File: src/rtl/br_pkg.sv
// Shared sizes and write-back source encoding for the register-bank write controller.
package br_pkg;
   localparam int NREG = 32;
   localparam int AW   = 5;
   localparam int DW   = 32;
   localparam int CW   = 2;

   typedef enum logic {
      WB_ALU = 1'b0,
      WB_MEM = 1'b1
   } wb_src_t;
endpackage

File: src/rtl/br_write_ctrl_if.sv
// Bundle of write-back requests, issue/decode hazard signals and register-bank drive.
interface br_write_ctrl_if;
   import br_pkg::*;

   logic            alu_valid;
   logic [AW-1:0]   alu_reg;
   logic [DW-1:0]   alu_data;
   logic            alu_ready;
   logic            mem_valid;
   logic [AW-1:0]   mem_reg;
   logic [DW-1:0]   mem_data;
   logic            mem_ready;
   logic            issue_valid;
   logic [AW-1:0]   issue_reg;
   logic [AW-1:0]   src1_reg;
   logic [AW-1:0]   src2_reg;
   logic            stall;
   logic            RegWrite;
   logic [AW-1:0]   Write_Reg;
   logic [DW-1:0]   Write_Data;
   logic [NREG-1:0] busy;
   logic            sb_err;

   modport slave (
      input  alu_valid, alu_reg, alu_data, mem_valid, mem_reg, mem_data,
      input  issue_valid, issue_reg, src1_reg, src2_reg,
      output alu_ready, mem_ready, stall, RegWrite, Write_Reg, Write_Data, busy, sb_err
   );

   modport master (
      output alu_valid, alu_reg, alu_data, mem_valid, mem_reg, mem_data,
      output issue_valid, issue_reg, src1_reg, src2_reg,
      input  alu_ready, mem_ready, stall, RegWrite, Write_Reg, Write_Data, busy, sb_err
   );
endinterface

File: src/rtl/br_scoreboard.sv
// Per-register pending-write counters; produces busy, decode stall and a sticky underflow flag.
module br_scoreboard
   import br_pkg::*;
(
   input  logic            clk,
   input  logic            rst_n,
   input  logic            issue_valid,
   input  logic [AW-1:0]   issue_reg,
   input  logic            commit_valid,
   input  logic [AW-1:0]   commit_reg,
   input  logic [AW-1:0]   src1_reg,
   input  logic [AW-1:0]   src2_reg,
   output logic [NREG-1:0] busy,
   output logic            stall,
   output logic            sb_err
);
   localparam logic [CW-1:0] CNT_MAX = {CW{1'b1}};

   logic [NREG-1:0][CW-1:0] count;
   logic                    err_hit;

   // Simultaneous issue and commit cancel; increments stop at saturation, decrements at zero.
   function automatic logic [CW-1:0] cnt_next(input logic [CW-1:0] cnt,
                                              input logic inc, input logic dec);
      logic [CW-1:0] r;
      r = cnt;
      if (inc && !dec && cnt != CNT_MAX)
         r = cnt + CW'(1);
      else if (dec && !inc && cnt != '0)
         r = cnt - CW'(1);
      return r;
   endfunction

   assign err_hit = commit_valid && (commit_reg != '0) && (count[commit_reg] == '0);

   always_ff @(posedge clk) begin
      if (!rst_n) begin
         count  <= '0;
         sb_err <= 1'b0;
      end else begin
         count[0] <= '0;
         for (int i = 1; i < NREG; i++) begin
            count[i] <= cnt_next(count[i],
                                 issue_valid  && (issue_reg  == AW'(i)),
                                 commit_valid && (commit_reg == AW'(i)));
         end
         if (err_hit)
            sb_err <= 1'b1;
      end
   end

   always_comb begin
      busy = '0;
      for (int i = 0; i < NREG; i++)
         busy[i] = |count[i];
   end

   // Stall looks only at registered counts, never at this cycle's commit.
   assign stall = busy[src1_reg] | busy[src2_reg] |
                  (issue_valid & (count[issue_reg] == CNT_MAX));
endmodule

File: src/rtl/br_write_ctrl.sv
// Round-robin ALU/MEM write-port arbiter with registered register-bank write stage.
module br_write_ctrl
   import br_pkg::*;
(
   input  logic            clk,
   input  logic            rst_n,
   br_write_ctrl_if.slave  bus
);
   wb_src_t         last_grant;
   logic            alu_grant;
   logic            mem_grant;
   logic            grant;
   logic [AW-1:0]   grant_reg;
   logic [DW-1:0]   grant_data;
   logic            reg_write_p1;
   logic [AW-1:0]   write_reg_p1;
   logic [DW-1:0]   write_data_p1;

   // On conflict the path that did not win last time is granted.
   always_comb begin
      alu_grant  = bus.alu_valid & (~bus.mem_valid | (last_grant == WB_MEM));
      mem_grant  = bus.mem_valid & (~bus.alu_valid | (last_grant == WB_ALU));
      grant      = alu_grant | mem_grant;
      grant_reg  = alu_grant ? bus.alu_reg  : bus.mem_reg;
      grant_data = alu_grant ? bus.alu_data : bus.mem_data;
   end

   assign bus.alu_ready = alu_grant;
   assign bus.mem_ready = mem_grant;

   // p0 -> p1: granted transfer becomes the bank write in the following cycle.
   always_ff @(posedge clk) begin
      if (!rst_n) begin
         last_grant    <= WB_MEM;
         reg_write_p1  <= 1'b0;
         write_reg_p1  <= '0;
         write_data_p1 <= '0;
      end else if (grant) begin
         last_grant    <= alu_grant ? WB_ALU : WB_MEM;
         reg_write_p1  <= (grant_reg != '0);
         write_reg_p1  <= grant_reg;
         write_data_p1 <= grant_data;
      end else begin
         reg_write_p1  <= 1'b0;
      end
   end

   assign bus.RegWrite   = reg_write_p1;
   assign bus.Write_Reg  = write_reg_p1;
   assign bus.Write_Data = write_data_p1;

   br_scoreboard u_sb (
      .clk          (clk),
      .rst_n        (rst_n),
      .issue_valid  (bus.issue_valid),
      .issue_reg    (bus.issue_reg),
      .commit_valid (grant),
      .commit_reg   (grant_reg),
      .src1_reg     (bus.src1_reg),
      .src2_reg     (bus.src2_reg),
      .busy         (bus.busy),
      .stall        (bus.stall),
      .sb_err       (bus.sb_err)
   );
endmodule

File: src/flat_wrapper.sv
// flat-port wrapper written by rule: the top's interface ports become plain ports
module br_write_ctrl_flat import br_pkg::*;
  (clk, rst_n, bus_alu_valid, bus_alu_reg, bus_alu_data, bus_mem_valid, bus_mem_reg, bus_mem_data, bus_issue_valid, bus_issue_reg, bus_src1_reg, bus_src2_reg, bus_alu_ready, bus_mem_ready, bus_stall, bus_RegWrite, bus_Write_Reg, bus_Write_Data, bus_busy, bus_sb_err);
  br_write_ctrl_if bus_i ();
  input  logic clk;
  input  logic rst_n;
  input wire logic [$bits(bus_i.alu_valid)-1:0] bus_alu_valid;
  input wire logic [$bits(bus_i.alu_reg)-1:0] bus_alu_reg;
  input wire logic [$bits(bus_i.alu_data)-1:0] bus_alu_data;
  input wire logic [$bits(bus_i.mem_valid)-1:0] bus_mem_valid;
  input wire logic [$bits(bus_i.mem_reg)-1:0] bus_mem_reg;
  input wire logic [$bits(bus_i.mem_data)-1:0] bus_mem_data;
  input wire logic [$bits(bus_i.issue_valid)-1:0] bus_issue_valid;
  input wire logic [$bits(bus_i.issue_reg)-1:0] bus_issue_reg;
  input wire logic [$bits(bus_i.src1_reg)-1:0] bus_src1_reg;
  input wire logic [$bits(bus_i.src2_reg)-1:0] bus_src2_reg;
  output wire logic [$bits(bus_i.alu_ready)-1:0] bus_alu_ready;
  output wire logic [$bits(bus_i.mem_ready)-1:0] bus_mem_ready;
  output wire logic [$bits(bus_i.stall)-1:0] bus_stall;
  output wire logic [$bits(bus_i.RegWrite)-1:0] bus_RegWrite;
  output wire logic [$bits(bus_i.Write_Reg)-1:0] bus_Write_Reg;
  output wire logic [$bits(bus_i.Write_Data)-1:0] bus_Write_Data;
  output wire logic [$bits(bus_i.busy)-1:0] bus_busy;
  output wire logic [$bits(bus_i.sb_err)-1:0] bus_sb_err;
  assign bus_i.alu_valid = bus_alu_valid;
  assign bus_i.alu_reg = bus_alu_reg;
  assign bus_i.alu_data = bus_alu_data;
  assign bus_i.mem_valid = bus_mem_valid;
  assign bus_i.mem_reg = bus_mem_reg;
  assign bus_i.mem_data = bus_mem_data;
  assign bus_i.issue_valid = bus_issue_valid;
  assign bus_i.issue_reg = bus_issue_reg;
  assign bus_i.src1_reg = bus_src1_reg;
  assign bus_i.src2_reg = bus_src2_reg;
  assign bus_alu_ready = bus_i.alu_ready;
  assign bus_mem_ready = bus_i.mem_ready;
  assign bus_stall = bus_i.stall;
  assign bus_RegWrite = bus_i.RegWrite;
  assign bus_Write_Reg = bus_i.Write_Reg;
  assign bus_Write_Data = bus_i.Write_Data;
  assign bus_busy = bus_i.busy;
  assign bus_sb_err = bus_i.sb_err;
  br_write_ctrl u_core (.clk(clk), .rst_n(rst_n), .bus(bus_i));
endmodule
File: config.mk
export PLATFORM = sky130hd
export DESIGN_NAME = br_write_ctrl_flat
export DESIGN_NICKNAME = d
export VERILOG_FILES = /design/src/rtl/br_pkg.sv /design/src/rtl/br_write_ctrl_if.sv /design/src/rtl/br_scoreboard.sv /design/src/rtl/br_write_ctrl.sv /design/src/flat_wrapper.sv
export SDC_FILE = /design/constraint.sdc
export NUM_CORES = 1
export LEC_CHECK = 0
export ABC_CLOCK_PERIOD_IN_PS = 2500
export CORE_UTILIZATION = 45
export CTS_BUF_LIST = sky130_fd_sc_hd__clkbuf_8 sky130_fd_sc_hd__clkbuf_16
export DETAILED_ROUTE_END_ITERATION = 10
export PLACE_DENSITY_LB_ADDON = 0.05
export SETUP_SLACK_MARGIN = 0.5
export SLEW_MARGIN = 5
export SYNTH_ARGS = -nofsm -noshare
export SYNTH_HDL_FRONTEND = slang
export SYNTH_SLANG_ARGS = --single-unit
File: constraint.sdc
create_clock -name clk -period 2.5 [get_ports clk]
set_input_delay 0.375 -clock clk [delete_from_list [all_inputs] [get_ports clk]]
set_output_delay 0.375 -clock clk [all_outputs]
set_load 0.005 [all_outputs]
* Yosys cells after proc, flatten, opt, wreduce, memory -nomap -nowiden
Index checks and enable logic that the tools add are counted.
** Operators by class
- $lt $le $gt $ge :: 4
- Add/subtract/negate cells :: 62
- Shifts and indexed selects :: 0
- Equal/unequal tests :: 94
- Reductions and logical operators :: 347
- Multiplexer cells :: 73
- Div/mod/pow operators :: 0
- Multipliers :: 0
- Bitwise operators :: 11
** Operators by type and width (number)
- logical AND 1 bit :: 188
- equality test 5 bit, second input constant :: 32
- two-way mux 2 bit :: 64
- nonzero test 2 bit :: 62
- equality test 5 x 4 -> 1 bit, second input constant :: 16
- OR reduction 2 bit :: 32
- adder 2 x 1 -> 2 bit, second input constant :: 31
- logical NOT 1 bit :: 62
- != test 2 bit, second input constant :: 31
- subtractor 2 x 1 -> 2 bit, second input constant :: 31
- equality test 5 x 3 -> 1 bit, second input constant :: 8
- two-way mux 32 bit :: 1
- < comparator 5 x 6 -> 1 bit, second input constant :: 4
- binary-select mux 2 bit (select 5 bit) :: 2
- equality test 5 x 2 -> 1 bit, second input constant :: 4
- binary-select mux 1 bit (select 5 bit) :: 2
- equality test 5 x 1 -> 1 bit, second input constant :: 2
- two-way mux 5 bit :: 1
- bitwise OR 1 bit :: 5
- nonzero test 5 bit :: 1
- bitwise AND 1 bit :: 3
- two-way mux 1 bit :: 3
- inverter 1 bit :: 3
- equality test 2 bit, second input constant :: 1
- 2 further kinds :: 2
** Word-level totals
- Output and inout bits :: 74
- Memory bits (writable) :: 0
- Latch bits :: 0
- Word-level logic and storage cells :: 628
- Memories kept :: 0
- Bits in read-only memories :: 0
- Input bits :: 94
- Bits in registers :: 104

* Logic depth before layout (Yosys ltp)
- Depth in word-level cells :: 10
- Gate-level depth with buffers :: 10
- Gate-level depth less buffers :: 8

* Modules after synthesis
From an unflattened synthesis, not the netlist that was laid out.
** Second synthesis, totals
- Cells, all modules :: 984
- Area, all modules :: 7287.0 µm²
** Modules (own cells, without submodules)
- br_scoreboard :: instances 1, seq. area each 1261.2 µm², cells each 719, area each 5047.3 µm²
- br_write_ctrl :: instances 1, seq. area each 780.7 µm², cells each 265, area each 2239.6 µm²

* Worst setup path after synthesis
No wires, ideal clock.
- Path kind :: in2out
- Start :: input bus_src1_reg[1]
- End :: output bus_stall
- Slack :: 143 ps
- Path buffers :: 1
- Data required time :: 2125 ps
- Stages :: 8
- Arrival :: 1982 ps
- Path through :: clkbuf_1 > inv_1 > mux4_2 > nand4b_1 > o21ai_0 > nor4_1 > nand4_1 > a211o_1
** Between the ends
- Word-level cells in the longest chain between the ends :: 4
** RTL lines
- start: declaration :: RTL line flat_wrapper.sv:15 : input wire logic [$bits(bus_i.src1_reg)-1:0] bus_src1_reg;
- binary-select mux 1 bit (select 5 bit) :: RTL line br_scoreboard.sv:59 : assign stall = busy[src1_reg] | busy[src2_reg] |
- two-way mux 1 bit (not written as such) :: RTL line br_scoreboard.sv:59
- bitwise OR 1 bit (2 in a row) :: RTL line br_scoreboard.sv:59
- end: declaration :: RTL line flat_wrapper.sv:19 : output wire logic [$bits(bus_i.stall)-1:0] bus_stall;
No other way between the ends. The select of a mux whose other input is x is not followed.

* Final worst setup path
- Start :: register u_core.u_sb.count[18] (netlist name)
- End :: output bus_stall
** Between the ends
- Word-level cells in the longest chain between the ends :: 5
- Elaborated cells between the ends (all ways) :: 11
- Classes of those cells :: eq/ne: 1; mux: 6; bitwise: 3; reduce/logical: 1
** RTL lines
- start: declaration :: RTL line br_scoreboard.sv:19 : logic [NREG-1:0][CW-1:0] count;
- start signal: indexed assignment :: RTL line br_scoreboard.sv:43 : count[i] <= cnt_next(count[i],
- binary-select mux 2 bit (select 5 bit) or OR reduction 2 bit (tied branches) :: RTL line br_scoreboard.sv:60, br_scoreboard.sv:55
- two-way mux 2 bit (not written as such) or binary-select mux 1 bit (select 5 bit) (tied branches) :: RTL line br_scoreboard.sv:60, br_scoreboard.sv:59
- equality test 2 bit or two-way mux 1 bit (tied branches) :: RTL line br_scoreboard.sv:60, br_scoreboard.sv:59
- bitwise AND 1 bit or bitwise OR 1 bit (tied branches) :: RTL line br_scoreboard.sv:60, br_scoreboard.sv:59
- bitwise OR 1 bit (*) :: RTL line br_scoreboard.sv:59
Every way passes the cells marked *; elsewhere a longest branch is shown, timed or not. The select of a mux whose other input is x is not followed.

==> impl_metrics.tcl <==
set metrics [dict create \
    outcome "finished, violations left" \
    violations "negative setup slack" \
    ant_nets 0 \
    grt_pass1_wl_um 43500 \
    synthSimpleGateAreaFrac_pct 31.5 \
    crit_family "compound AO/OA/AOI/OAI gates" \
    crit_buf_inv 1 \
    vias 9495 \
    cts.sinks 102 \
    relSlewSlack_pct 55.4 \
    synth_top_family_by_area "simple AND/OR/NAND/NOR gates" \
    reg2reg_slack_ps 220 \
    whs_ps 484 \
    cts_max_level 3 \
    row_count 45 \
    start_kind "flip-flop" \
    finalSetupViolCount 1 \
    synth_edf_count 0 \
    yosysWarnings 0 \
    hold_buffers 0 \
    slowest_delay_ps 670 \
    first_iter_violations 1092 \
    layout-drive-gt1-share_pct 35.7 \
    cts_tree "done" \
    core_um2 15300 \
    synthesis.instances 981 \
    synth_top_area_share_pct 28.9 \
    cts_made_buffers 9 \
    muxShareOfSynthArea_pct 7.34 \
    p_leak_nw 4.84 \
    critPathMaxFanout 3 \
    fin_crit_sh_pct 111 \
    ys_async_sr_fraction_pct 0 \
    path_class "reg2out" \
    clk_pin_slew_ps 70 \
    cts_buffer_depth 2 \
    synth_top_area_cell "dfxtp_1" \
    synth_area_um2 7060 \
    initial_core_util_pct 46.2 \
    skew_ps 7.54 \
    min_path_type "reg2reg" \
    syn_avg_cell_area_um2 7.19 \
    hpwlAfterDp_um 20400 \
    finish.utilization_pct 80.7 \
    cts_root_buf "clkbuf_16" \
    die-width_um 127 \
    fmax_mhz 362 \
    rsz0062_at_grt "true" \
    ys_ff_latch 102 \
    ys.flop_type "dfxtp_1" \
    cp-end-kind "primary output" \
    syn2layout_area_growth_pct 74.5 \
    first_pass_iters 6 \
    synth_fa_ha_area_share_pct 0 \
    power_density_nw_per_um2 372 \
    post-route-worst-setup-slack_ps -264 \
    critPathSlowestCell "a2111oi_1" \
    synth_compound_area_share_pct 25.7 \
    crit_path_cell_trace "nor2_2 -> mux4_2 -> a2111oi_1 -> nor4_2 -> nand4_1 -> a211o_1 -> buf_2" \
    die_area_um2 16200 \
    cp.required_ps 2120 \
    vias_per_cell 6.00 \
    fin_crit_ps 2760 \
    diodes 0 \
    drcViolationCount 0 \
    synth_commonest_cells "nand2_1 (181), nor2_1 (134), dfxtp_1 (102)" \
    clk_latency_ps 360 \
    synth.most_common_cell "nand2_1" \
    cp.arrival_ps 2390 \
    fp.dieH_um 127 \
    drv_cap 0 \
    grt_max_degree 63 \
    final_nets 1461 \
    grt_pass1_vias 8388 \
    ir_drop_uv 366 \
    synth_xor_area_share_pct 0.993 \
    io_buffers 166 \
    ios 168 \
    grt-ovfl-total 0 \
    slew_viol_final 0 \
    netlist_top_cells_area "dfxtp_1 (29%), nand2_1 (9.6%), nor2_1 (7.1%)" \
    wirelength_um 30900 \
    grt_use_total_pct 34.3 \
    seq_area_frac_synth_pct 28.9 \
    synth_nets 1075 \
    hold_viol 0 \
    synth.distinct_cells 76 \
    globalplace.congestion 0.995 \
    worst_slew_pin_slew_ps 667 \
    antenna_found_initial 0 \
    post_drt_wl_per_cell_um 19.6 \
]
==> repair_timing <==
item,CTS,global route
resized for setup,123,205
endpoints found under the setup margin,75,74
endpoints found under the hold margin,0,0
cloned,0,1
pin swaps,49,86
buffers inserted,21,21
==> logic make-up after synthesis <==
logic type / Yosys count
AO/OA/AOI/OAI: 275
XOR/XNOR: 8
buffers and inverters: 91
flip-flops: 102
multiplexers: 33
other: 1
AND/OR/NAND/NOR: 471
==> routing by layer <==
layer / vias up / global-route usage [%] / share of wire (%) / wire length (um)
li1: 4325 / - / - / -
met1: 4390 / 44.5 / 38 / 11800
met2: 612 / 56.6 / 47 / 14500
met3: 168 / 5.53 / 9.7 / 3000
met4: 0 / 14.1 / 5.6 / 1720
met5: - / 0 / 0 / 0
==> per-stage QoR <==
step	std cells	worst slack, ps	TNS [ps]	power (mW)	instance area (um^2)
after floorplan	981	372	0	2.22	7120
after global placement	1524	-659	-5680	2.81	10500
after detailed placement	1524	-705	-6620	2.82	10500
after CTS	1560	-339	-339	4.38	11400
after global routing	1582	-370	-370	4.72	12300
final	1582	-264	-264	4.58	12300
==> flip-flops by register name (all words and copies together), names as in the netlist <==
name,flops
u_core.u_sb.sb_err,1
u_core.bus.RegWrite,1
u_core.last_grant,1
u_core.bus.Write_Data,32
u_core.bus.Write_Reg,5
u_core.u_sb.count,62
==> power breakdown <==
part | internal, mW | switching, mW | leakage [nW] | total, mW
clock | 0.782 | 0.690 | 0.143 | 1.47
combinational | 0.703 | 0.677 | 3.86 | 1.38
sequential | 1.69 | 0.0364 | 0.839 | 1.72
==> cell usage in the layout (no fill, tap or decap), drive strengths merged, types with 4 or more instances in the layout <==
| master | Yosys | layout |
|---|---|---|
| buf | 20 | 264 |
| nand2 | 182 | 182 |
| clkdlybuf4s50 | 0 | 149 |
| nor2 | 135 | 135 |
| dfxtp | 102 | 102 |
| o21ai | 76 | 76 |
| a21oi | 72 | 72 |
| inv | 37 | 40 |
| nand3 | 39 | 39 |
| a311oi | 28 | 28 |
| nor3 | 24 | 24 |
| mux4 | 14 | 14 |
| a221oi | 14 | 14 |
| nor4 | 14 | 14 |
| dlygate4sd2 | 0 | 13 |
| or2 | 13 | 13 |
| o211ai | 12 | 12 |
| mux2i | 12 | 12 |
| a211oi | 10 | 10 |
| nand4 | 9 | 9 |
| o221ai | 9 | 9 |
| clkbuf | 34 | 9 |
| or3 | 9 | 9 |
| and2 | 9 | 9 |
| nand2b | 9 | 9 |
| xor2 | 7 | 7 |
| mux2 | 7 | 7 |
| o31ai | 7 | 7 |
| a31oi | 6 | 6 |
| nand3b | 5 | 5 |
| a211o | 5 | 5 |
| nand4b | 5 | 5 |
| nor3b | 5 | 5 |
| o22ai | 4 | 4 |
| nor2b | 4 | 4 |
| o21a | 4 | 4 |
| and3 | 4 | 4 |
==> final cells by class <==
| class | count | area (um^2) |
|---|---|---|
| Clock buffer | 9 | 225 |
| Sequential cell | 102 | 2060 |
| Fill cell | 990 | 2940 |
| Timing Repair Buffer | 429 | 3940 |
| Multi-Input combinational cell | 788 | 5610 |
| Clock inverter | 6 | 68.8 |
| Tap cell | 211 | 264 |
| Inverter | 37 | 151 |
==> final timing paths <==
| kind | end | startpoint | cells after the start |
|---|---|---|---|
| setup / recovery | bus_stall | u_core.u_sb.count[18] | 7 |
| hold / removal | u_core.u_sb.count[28] | u_core.u_sb.count[28] | 1 |
| setup reg to reg | u_core.u_sb.count[54] | u_core.last_grant | 8 |
| hold reg to reg | u_core.u_sb.count[28] | u_core.u_sb.count[28] | 1 |
Power figures use the tool's default switching activity.
